`src/rtl/wb_stage_pkg.sv`:
```
// -----------------------------------------------------------------------------
// wb_stage_pkg
// Shared types for the Riviera writeback stage.
//   interconnection_struct : MEM-stage result bundle (only the fields that the
//                            writeback stage consumes are carried here)
//   wb_entry_t             : one retire-queue entry
//   make_entry()           : builds a queue entry from an incoming MEM result
// -----------------------------------------------------------------------------
package wb_stage_pkg;

    localparam int ALEN_W       = 5;    // architectural register index width
    localparam int DATA_W       = 64;   // register data width
    localparam int WB_DEPTH_DEF = 2;    // default retire-queue depth

    typedef struct packed {
        logic              valid;
        logic              rf_wr_en;
        logic [ALEN_W-1:0] rf_wr_addr;
        logic [DATA_W-1:0] rf_wr_data;
    } interconnection_struct;

    typedef struct packed {
        logic [ALEN_W-1:0] addr;
        logic [DATA_W-1:0] data;
        logic              needs_wr;
        logic              exc;
    } wb_entry_t;

    // Writes to x0 are architecturally discarded, and an excepting access
    // must never reach the register file, so both collapse to needs_wr = 0.
    function automatic wb_entry_t make_entry(
        input logic [ALEN_W-1:0] addr,
        input logic [DATA_W-1:0] data,
        input logic              wr_en,
        input logic              exc
    );
        wb_entry_t e;
        e.addr     = addr;
        e.data     = data;
        e.exc      = exc;
        e.needs_wr = wr_en && (addr != '0) && !exc;
        return e;
    endfunction

endpackage

```
`src/rtl/wb_retire_fifo.sv`:
```
// -----------------------------------------------------------------------------
// wb_retire_fifo
// In-order retire queue for the writeback stage. Holds all queue state:
// storage, per-entry valid bits, read/write pointers and occupancy count.
//
// Ports
//   clk, rst_n       : clock, asynchronous active-low reset
//   i_push, i_entry  : enqueue i_entry (ignored while full)
//   i_pop            : dequeue the head (ignored while empty)
//   o_head           : oldest entry; o_head_valid qualifies it
//   o_fwd_valid      : some queued entry writes a register
//   o_fwd_addr/data  : destination/data of the youngest such entry (0 if none)
//   o_full, o_empty  : occupancy flags derived from the registered count
// -----------------------------------------------------------------------------
module wb_retire_fifo
    import wb_stage_pkg::*;
#(
    parameter int DEPTH = WB_DEPTH_DEF
) (
    input  logic              clk,
    input  logic              rst_n,
    input  logic              i_push,
    input  wb_entry_t         i_entry,
    input  logic              i_pop,
    output wb_entry_t         o_head,
    output logic              o_head_valid,
    output logic              o_fwd_valid,
    output logic [ALEN_W-1:0] o_fwd_addr,
    output logic [DATA_W-1:0] o_fwd_data,
    output logic              o_full,
    output logic              o_empty
);

    localparam int PTR_W = $clog2(DEPTH);

    wb_entry_t        r_mem [DEPTH];
    logic [DEPTH-1:0] r_vld;
    logic [PTR_W-1:0] r_wr_ptr;
    logic [PTR_W-1:0] r_rd_ptr;
    logic [PTR_W:0]   r_count;

    logic w_do_push;
    logic w_do_pop;

    assign o_full       = (r_count == (PTR_W+1)'(DEPTH));
    assign o_empty      = (r_count == '0);
    assign o_head_valid = r_vld[r_rd_ptr];
    assign o_head       = r_mem[r_rd_ptr];

    // A full queue refuses the push even if the head leaves this cycle, so
    // push and pop can never target the same slot.
    assign w_do_push = i_push && !o_full;
    assign w_do_pop  = i_pop && o_head_valid;

    // Control state: pointers, valid bits, count
    always_ff @(posedge clk or negedge rst_n) begin
        if (!rst_n) begin
            r_wr_ptr <= '0;
            r_rd_ptr <= '0;
            r_count  <= '0;
            r_vld    <= '0;
        end else begin
            if (w_do_push) begin
                r_vld[r_wr_ptr] <= 1'b1;
                r_wr_ptr        <= r_wr_ptr + PTR_W'(1);
            end
            if (w_do_pop) begin
                r_vld[r_rd_ptr] <= 1'b0;
                r_rd_ptr        <= r_rd_ptr + PTR_W'(1);
            end
            case ({w_do_push, w_do_pop})
                2'b10:   r_count <= r_count + (PTR_W+1)'(1);
                2'b01:   r_count <= r_count - (PTR_W+1)'(1);
                default: r_count <= r_count;
            endcase
        end
    end

    // Entry storage is data only; validity lives in r_vld
    always_ff @(posedge clk) begin
        if (w_do_push) begin
            r_mem[r_wr_ptr] <= i_entry;
        end
    end

    // Walk backwards from the newest slot; valid entries form one contiguous
    // run ending at wr_ptr-1, so the first hit is the youngest writer.
    always_comb begin
        logic             found;
        logic [PTR_W-1:0] idx;
        found      = 1'b0;
        idx        = '0;
        o_fwd_addr = '0;
        o_fwd_data = '0;
        for (int i = 0; i < DEPTH; i++) begin
            idx = r_wr_ptr - PTR_W'(i + 1);
            if (!found && r_vld[idx] && r_mem[idx].needs_wr) begin
                found      = 1'b1;
                o_fwd_addr = r_mem[idx].addr;
                o_fwd_data = r_mem[idx].data;
            end
        end
        o_fwd_valid = found;
    end

endmodule

```
`src/rtl/wb_stage.sv`:
```
// -----------------------------------------------------------------------------
// wb_stage
// Writeback stage of the Riviera pipeline. Accepts MEM-stage results into a
// small in-order retire queue and retires them in program order through the
// shared register-file write port.
//
// Ports
//   clk, rst_n                  : clock, asynchronous active-low reset
//   i_mem2all                   : MEM result (valid, rf_wr_en, addr, data)
//   i_load/store_miss_aligned_error : mark the current MEM result as excepting
//   i_rf_grant                  : register-file write port available
//   o_wb_ready                  : queue has room (registered count only)
//   o_rf_wr_en/addr/data        : register-file write port
//   o_fwd_valid/addr/data       : youngest queued register write (forwarding)
//   o_exception                 : one-cycle pulse when an excepting entry retires
//   o_instret                   : instructions retired without exception
// -----------------------------------------------------------------------------
module wb_stage
    import wb_stage_pkg::*;
#(
    parameter int DEPTH = WB_DEPTH_DEF,
    parameter int CNT_W = 64
) (
    input  logic                 clk,
    input  logic                 rst_n,
    input  interconnection_struct i_mem2all,
    input  logic                 i_load_miss_aligned_error,
    input  logic                 i_store_miss_aligned_error,
    input  logic                 i_rf_grant,
    output logic                 o_wb_ready,
    output logic                 o_rf_wr_en,
    output logic [ALEN_W-1:0]    o_rf_wr_addr,
    output logic [DATA_W-1:0]    o_rf_wr_data,
    output logic                 o_fwd_valid,
    output logic [ALEN_W-1:0]    o_fwd_addr,
    output logic [DATA_W-1:0]    o_fwd_data,
    output logic                 o_exception,
    output logic [CNT_W-1:0]     o_instret
);

    wb_entry_t        w_entry;
    wb_entry_t        w_head;
    logic             w_head_valid;
    logic             w_full;
    logic             w_empty;
    logic             w_exc_in;
    logic             w_push;
    logic             w_pop;
    logic [CNT_W-1:0] r_instret;

    // Accept
    assign w_exc_in = i_load_miss_aligned_error | i_store_miss_aligned_error;
    assign w_entry  = make_entry(i_mem2all.rf_wr_addr, i_mem2all.rf_wr_data,
                                 i_mem2all.rf_wr_en, w_exc_in);

    // Ready depends only on registered occupancy so MEM never sees a
    // combinational path from the register-file arbiter.
    assign o_wb_ready = !w_full;
    assign w_push     = i_mem2all.valid && !w_full;

    wb_retire_fifo #(
        .DEPTH (DEPTH)
    ) u_fifo (
        .clk          (clk),
        .rst_n        (rst_n),
        .i_push       (w_push),
        .i_entry      (w_entry),
        .i_pop        (w_pop),
        .o_head       (w_head),
        .o_head_valid (w_head_valid),
        .o_fwd_valid  (o_fwd_valid),
        .o_fwd_addr   (o_fwd_addr),
        .o_fwd_data   (o_fwd_data),
        .o_full       (w_full),
        .o_empty      (w_empty)
    );

    // Retire: only real register writes wait for the port; excepting and
    // non-writing entries leave as soon as they reach the head.
    assign w_pop = w_head_valid && (w_head.exc || !w_head.needs_wr || i_rf_grant);

    assign o_rf_wr_en   = w_head_valid && w_head.needs_wr && i_rf_grant;
    assign o_rf_wr_addr = w_empty ? '0 : w_head.addr;
    assign o_rf_wr_data = w_empty ? '0 : w_head.data;

    // needs_wr is forced low for excepting entries, so this pulse and the
    // write strobe are mutually exclusive.
    assign o_exception  = w_pop && w_head.exc;

    always_ff @(posedge clk or negedge rst_n) begin
        if (!rst_n) begin
            r_instret <= '0;
        end else if (w_pop && !w_head.exc) begin
            r_instret <= r_instret + CNT_W'(1);
        end
    end

    assign o_instret = r_instret;

endmodule

```
`config.mk`:
```
export PLATFORM = sky130hd
export DESIGN_NAME = wb_stage
export DESIGN_NICKNAME = d
export VERILOG_FILES = /design/src/rtl/wb_stage_pkg.sv /design/src/rtl/wb_retire_fifo.sv /design/src/rtl/wb_stage.sv
export SDC_FILE = /design/constraint.sdc
export NUM_CORES = 1
export LEC_CHECK = 0
export BUFFER_PORTS_ARGS = -buffer_cell sky130_fd_sc_hd__buf_2
export CORE_MARGIN = 5
export CORE_UTILIZATION = 45
export CTS_CLUSTER_DIAMETER = 200
export DETAILED_ROUTE_END_ITERATION = 12
export HOLD_SLACK_MARGIN = 0.1
export PLACE_DENSITY = 0.81
export SLEW_MARGIN = 5
export SYNTH_ARGS = -nofsm -noshare
export SYNTH_HDL_FRONTEND = slang
export SYNTH_SLANG_ARGS = --single-unit
```
`constraint.sdc`:
```
create_clock -name clk -period 6.5 [get_ports clk]
set_clock_uncertainty 0.15 [all_clocks]
set_input_delay 0.325 -clock clk [delete_from_list [all_inputs] [get_ports clk]]
set_output_delay 0.325 -clock clk [all_outputs]
set_load 0.005 [all_outputs]
```
==> results.yml, run 1 <==
run_status:
  status: "finished clean"
layout:
  fillers: 1802
  syn_to_final_growth_pct: 30.0
  drive_above_1_share_pct: 27.7
  fin_util_pct: 59.7
  nets: 1295
  fin_cells: 1520
detailed_routing:
  drt-pass1-iter-count: 6
  drt-wirelength-per-cell_microns: 19.5
  drt-initial-drc-count: 839
  ant_nets: 0
  avgViaCountPerCell: 5.91
  vias: 8990
  drc: 0
  drt_wl_total_microns: 29700
hold_path:
  min_path_type: "input pin to flip-flop"
critical_path:
  path_class: "flip-flop to output port"
  crit_required_ns: 6.02
  endpoint_kind: "output port"
  cp_data_arrival_time_ns: 3.86
  cp_max_fo: 94
  start_kind: "flip-flop"
global_route:
  grt_pass1_vias: 8824
  grt_use_met1_pct: 26.8
  grt_max_degree: 99
  grtUsageTotal_pct: 21.3
  grt_pass1_wl_microns: 46000
  use_met3_pct: 4.77
  top_usage_layer: "met2"
  antenna_found_initial: 1
  gr-usage-met2_pct: 36.2
  overflow: 0
pwr:
  ir_worst_vdd_mv: 0.236
  power.density_nw_per_um2: 435
  p_leak_uw: 0.00600
cts:
  cts_tree: "yes"
  htree_levels: 1
  path_clk_slew_ns: 0.06
  cts_buffers: 23
  clock-sinks: 212
  post_cts_buffers: 0
  insertion_delay_ns: 0.51
  clockBufferDepth: 3
  clockRootBuffer: "clkbuf_16"
synth:
  syn-num-nets: 973
  synth_area_sq_um: 10400
  yosysWarnings: 0
  synthArstFlopShare_pct: 33.0
  synthCells: 895
  synth_cell_types: 44
  yosysSeqAreaShare_pct: 57.7
  synth_edf_count: 142
  ys.flop_type: "edfxtp_1"
  ys_ff_latch: 212
  synth.avg_cell_area_sq_um: 11.7
timing:
  final-setup-viol-count: 0
  finalSetupTns_ns: 0
  relSlewSlack_pct: 21.5
  period_share_pct: 66.7
  grt_setup_unrepaired: "false"
  hold_viol_final: 0
  maxSlewViolCount: 0
  fin_crit_ns: 4.33
  tightest_slew_ns: 1.17
  max_freq_mhz: 231
floorplan:
  core_area_sq_um: 22700
  dieArea_sq_um: 26300
  die_y_microns: 162
  die_x_microns: 162
  io_pins: 282
  fp-row-count: 55
  initial_core_util_pct: 45.9
job:
  cap_violations: 0
placed_design:
  portBuffers: 281
  place.gp.congestion: 0.849
  dp_hpwl_microns: 19300
  placed_cells: 1403
final cells by class:
cell class              count  area (sq um)  area share [%]
multi-input cells         610          4180            30.8
clock inverters            14           166            1.23
well taps                 285           357            2.63
repair buffers            365          2220            16.4
inverters                   5          18.8           0.138
diodes                      2          5.00          0.0369
flip-flops and latches    212          6020            44.4
clock buffers              27           591            4.35
critical path, stage by stage, from the launching register on:
cell      delay (ns)
dfrtp_4         0.69
o21ai_4         0.99
buf_4           0.89
a221oi_1        0.22
a21oi_1         0.33
buf_2           0.18
per-stage QoR:
step	total power (uW)	worst slack, ns	area [sq um]	hold slack (ns)
floorplan	3480	2.13	10400	-0.121
global placement	4480	2.85	12100	0.309
detailed placement	4550	2.72	12100	0.313
CTS	5910	2.17	13600	0.114
global route	6260	1.99	13600	0.157
finish	5900	2.17	13600	0.143
logic make-up (layout without fill, tap and decap cells):
family,Yosys count,in the layout,synth area share (%)
simple gates,245,245,11.5
compound gates,226,226,15.6
flops,212,212,57.7
buf+inv,73,411,2.66
mux,70,70,6.73
xor+xnor,67,67,5.63
fa+ha+maj,2,2,0.240
other cells,0,2,0
synth_stat cells (all sizes together), types with 21 or more instances:
library cell	instances	area share, %
edfxtp	142	41
nor2	92	3.3
a21oi	71	3.4
dfrtp	70	17
a221oi	69	5.8
a22oi	69	5.0
mux2i	69	6.6
clkbuf	60	2.2
xor2	47	3.9
nand2	40	1.4
nor3	25	1.2
nand3	21	1.0
where the power goes:
| group | switching, uW | internal [uW] |
|---|---|---|
| combinational | 1490 | 1080 |
| clock | 508 | 805 |
| sequential | 277 | 1740 |
path summary, 6_finish.rpt:
| kind | from | endpoint | slack (ns) | cells past startpoint |
|---|---|---|---|---|
| hold / removal | i_load_miss_aligned_error | u_fifo.r_mem[0][1] | 0.14 | 3 |
| min in group asynchronous | rst_n | o_instret[32] | 0.40 | 3 |
| setup / recovery | u_fifo.r_wr_ptr | o_fwd_addr[2] | 2.17 | 5 |
| setup reg to reg | u_fifo.r_wr_ptr | u_fifo.r_mem[0][21] | 3.37 | 3 |
| max in group asynchronous | rst_n | u_fifo.r_wr_ptr | 5.11 | 3 |
| hold reg to reg | o_instret[63] | o_instret[63] | 0.33 | 1 |
registers in the layout, summed over array words and instances, names as in the netlist:
signal and cells:
u_fifo.r_vld 2, u_fifo.r_wr_ptr 1, u_fifo.r_count 2, u_fifo.r_rd_ptr 1, o_instret 64, u_fifo.r_mem 142
routing by layer:
metal / share of wire (%) / wire (microns)
met1: 39 / 11700
met2: 49 / 14600
met4: 3.0 / 885
met5: 0 / 0
met3: 8.4 / 2480
placed cells by master (no fill, tap or decap), types with 6 or more instances in the layout:
| cell type | n |
|---|---|
| a221oi_1 | 69 |
| dlygate4sd3_1 | 74 |
| xor2_1 | 47 |
| a21oi_1 | 70 |
| nor4_1 | 15 |
| nor2_1 | 90 |
| and3_1 | 13 |
| nand2_1 | 40 |
| nand4_1 | 16 |
| clkinv_1 | 6 |
| mux2i_1 | 69 |
| xnor2_1 | 20 |
| a22oi_1 | 69 |
| nor3_1 | 24 |
| buf_4 | 10 |
| clkbuf_16 | 23 |
| nand3_1 | 21 |
| edfxtp_1 | 142 |
| buf_2 | 281 |
| dfrtp_1 | 68 |
repair_timing:
item	4_1_cts	5_1_grt
resized for setup	0	0
hold endpoints to repair	213	0
hold buffers	74	0
No activity file was read; power rests on OpenSTA's default activity.
==> inputs of run 2 (changes only) <==
--- a/config.mk
+++ b/config.mk
@@ -5,13 +5,14 @@
 export SDC_FILE = /design/constraint.sdc
 export NUM_CORES = 1
 export LEC_CHECK = 0
+export ABC_AREA = 1
 export BUFFER_PORTS_ARGS = -buffer_cell sky130_fd_sc_hd__buf_2
 export CORE_MARGIN = 5
 export CORE_UTILIZATION = 45
 export CTS_CLUSTER_DIAMETER = 200
 export DETAILED_ROUTE_END_ITERATION = 12
 export HOLD_SLACK_MARGIN = 0.1
-export PLACE_DENSITY = 0.81
+export PLACE_DENSITY = 0.83
 export SLEW_MARGIN = 5
 export SYNTH_ARGS = -nofsm -noshare
 export SYNTH_HDL_FRONTEND = slang
==> constraint.sdc (replaced) <==
create_clock -name clk -period 3.66 [get_ports clk]
set_clock_uncertainty 0.15 [all_clocks]
set_input_delay 0.183 -clock clk [delete_from_list [all_inputs] [get_ports clk]]
set_output_delay 0.183 -clock clk [all_outputs]
set_load 0.005 [all_outputs]
==> results.yml, run 2 <==
run_status:
  status: "finished clean"
global_route:
  overflow: 0
  grt_max_degree: 139
  grtUsageTotal_pct: 23.8
  grt_pass1_wl_microns: 56700
  antenna_found_initial: 2
  grt_pass1_vias: 11012
timing:
  hold_viol_final: 0
  max_freq_mhz: 306
  period_share_pct: 89.2
  finalSetupTns_ns: 0
  final-setup-viol-count: 0
  fin_crit_ns: 3.27
  relSlewSlack_pct: 22.6
  tightest_slew_ns: 1.16
  grt_setup_unrepaired: "false"
  maxSlewViolCount: 0
synth:
  yosys.cell_count.top_type: "nand2_1"
  post-synth-top-area-cell: "edfxtp_1"
  synth.area.mux_share_pct: 0
  synthArstFlopShare_pct: 33.0
  synth_edf_count: 142
  synth_cell_types: 29
  ys.flop_type: "edfxtp_1"
  synthCells: 1423
  synth_top_family_by_area: "simple AND/OR/NAND/NOR gates"
  synthTopCellsByArea: "edfxtp_1, dfrtp_1, nand2_1"
  synth-compound-area-share_pct: 16.0
  yosys.area_share.simple_pct: 22.7
  synth_area_sq_um: 11800
  ys_ff_latch: 212
  yosys.area_share.adder_pct: 0.212
  syn-num-nets: 1501
  synth_commonest_cells: "nand2_1, nor2_1, edfxtp_1, o21ai_0, inv_1"
  synth.avg_cell_area_sq_um: 8.28
  synth_top_cell_area_share_pct: 36.2
  yosysWarnings: 0
  synth-xor-area-share_pct: 2.60
  yosysSeqAreaShare_pct: 51.0
detailed_routing:
  avgViaCountPerCell: 5.49
  drt_wl_total_microns: 37000
  vias: 11514
  drt-wirelength-per-cell_microns: 17.7
  drt-initial-drc-count: 1500
  drt-pass1-iter-count: 6
  drc: 0
  ant_nets: 0
critical_path:
  crit_slowest_cell: "buf_4"
  crit_required_ns: 3.33
  path_class: "flip-flop to output port"
  endpoint_kind: "output port"
  cp_data_arrival_time_ns: 2.93
  crit_path_cell_trace: "buf_4 -> o21ai_0 -> a22o_1 -> buf_2"
  start_kind: "flip-flop"
  cp_max_fo: 124
  cp_slowest_stage_delay_ns: 0.89
pwr:
  ir_worst_vdd_mv: 0.482
  p_total_uw: 10600
  power.density_nw_per_um2: 711
  p_leak_uw: 0.00676
placed_design:
  dp_hpwl_microns: 25200
  portBuffers: 281
  place.gp.congestion: 0.987
cts:
  clockBufferDepth: 3
  htree_levels: 1
  insertion_delay_ns: 0.51
  clock-sinks: 212
  cts_tree: "yes"
  clockRootBuffer: "clkbuf_16"
  cts_buffers: 24
  path_clk_slew_ns: 0.06
floorplan:
  fp-row-count: 59
  io_pins: 282
  die_y_microns: 172
  dieArea_sq_um: 29500
  die_x_microns: 172
  core_area_sq_um: 25900
  initial_core_util_pct: 45.5
layout:
  final_common_cell: "nand2_1"
  drive_above_1_share_pct: 19.2
  largest_reg_flops: 142
  nets: 1818
  mostFrequentLayoutCells: "nand2_1, buf_2, nor2_1, edfxtp_1, o21ai_0"
  syn_to_final_growth_pct: 26.6
  regMostFlops: "u_fifo.r_mem"
job:
  cap_violations: 0
hold_path:
  min_path_type: "input pin to asynchronous set/reset pin"
-- run 2: cell count changes in the layout (fill, tap and decap cells not counted), sizes merged, moves of 18 or more --
cell / delta
inv: +132
nand2: +351
nor4: -18
nor2: +132
a21oi: -68
a22oi: -69
xor2: -20
a221oi: -69
nor3: -24
mux2i: -69
o21ai: +135
a22o: +69
a211oi: +69
-- run 2: per-layer routing --
metal,routed length (microns),global-route usage (%),part of all wire [%]
met5,0,0,0
met4,1330,8.34,3.6
met3,3230,4.27,8.7
met2,18000,41.1,48
met1,14500,30.2,39
-- run 2: where the power goes --
part | switching [uW] | total [uW] | leakage (uW) | internal, uW
registers | 301 | 3370 | 0.00227 | 3070
logic | 3090 | 4980 | 0.00413 | 1890
clock network | 932 | 2250 | 0.000358 | 1320
-- run 2: per-stage QoR --
stage | hold slack (ns) | cells | util [%] | area (sq um) | worst slack (ns)
2_1_floorplan | -0.263 | 1423 | - | 11800 | 0.330
3_3_place_gp | 0.170 | 1973 | 51.8 | 13400 | 1.06
3_5_place_dp | 0.171 | 1973 | 51.8 | 13400 | 1.01
4_1_cts | 0.161 | 2093 | 57.5 | 14900 | 0.520
5_1_grt | 0.237 | 2095 | 57.6 | 14900 | 0.277
6_report | 0.175 | 2096 | 57.6 | 14900 | 0.395
-- run 2: final cells by class --
type,instances,area (sq um)
Fill cell,2196,11000
Sequential cell,212,6020
Multi-Input combinational cell,995,4910
Timing Repair Buffer,368,2300
Clock buffer,33,656
Inverter,139,523
Tap cell,335,419
Clock inverter,11,77.6
Antenna cell,3,7.51
-- run 2: worst paths after layout --
| path | start | endpoint | slack [ns] | cells past startpoint |
|---|---|---|---|---|
| min in group clk | i_mem2all[39] | u_fifo.r_mem[1][41] | 0.25 | 2 |
| max in group asynchronous | rst_n | o_instret[10] | 2.38 | 3 |
| setup reg to reg | u_fifo.r_rd_ptr | o_instret[48] | 0.97 | 9 |
| hold / removal | rst_n | o_instret[49] | 0.17 | 2 |
| hold reg to reg | o_instret[10] | o_instret[10] | 0.36 | 1 |
| setup / recovery | u_fifo.r_wr_ptr | o_fwd_data[58] | 0.39 | 4 |
-- run 2: kinds of logic (layout without fill, tap and decap cells) --
logic type / Yosys count / count (layout)
AOI/OAI and AO/OA: 284 / 284
adders and majority gates: 2 / 2
buffers and inverters: 216 / 551
other: 0 / 3
and+or+nand+nor: 674 / 674
xor gates and xnor gates: 35 / 35
DFF: 212 / 212
-- run 2: timing repair --
item,4_1_cts,5_1_grt
buffers inserted,0,0
endpoints found under the hold margin,180,0
gates resized for setup,0,0
hold buffers,76,0
-- run 2: worst max-delay path, delay by kind of cell, from the launching register on --
kind                   cells  cell delay [ns]
buffers and inverters      2             1.02
DFF                        1             0.57
AOI/OAI and AO/OA          2             0.74
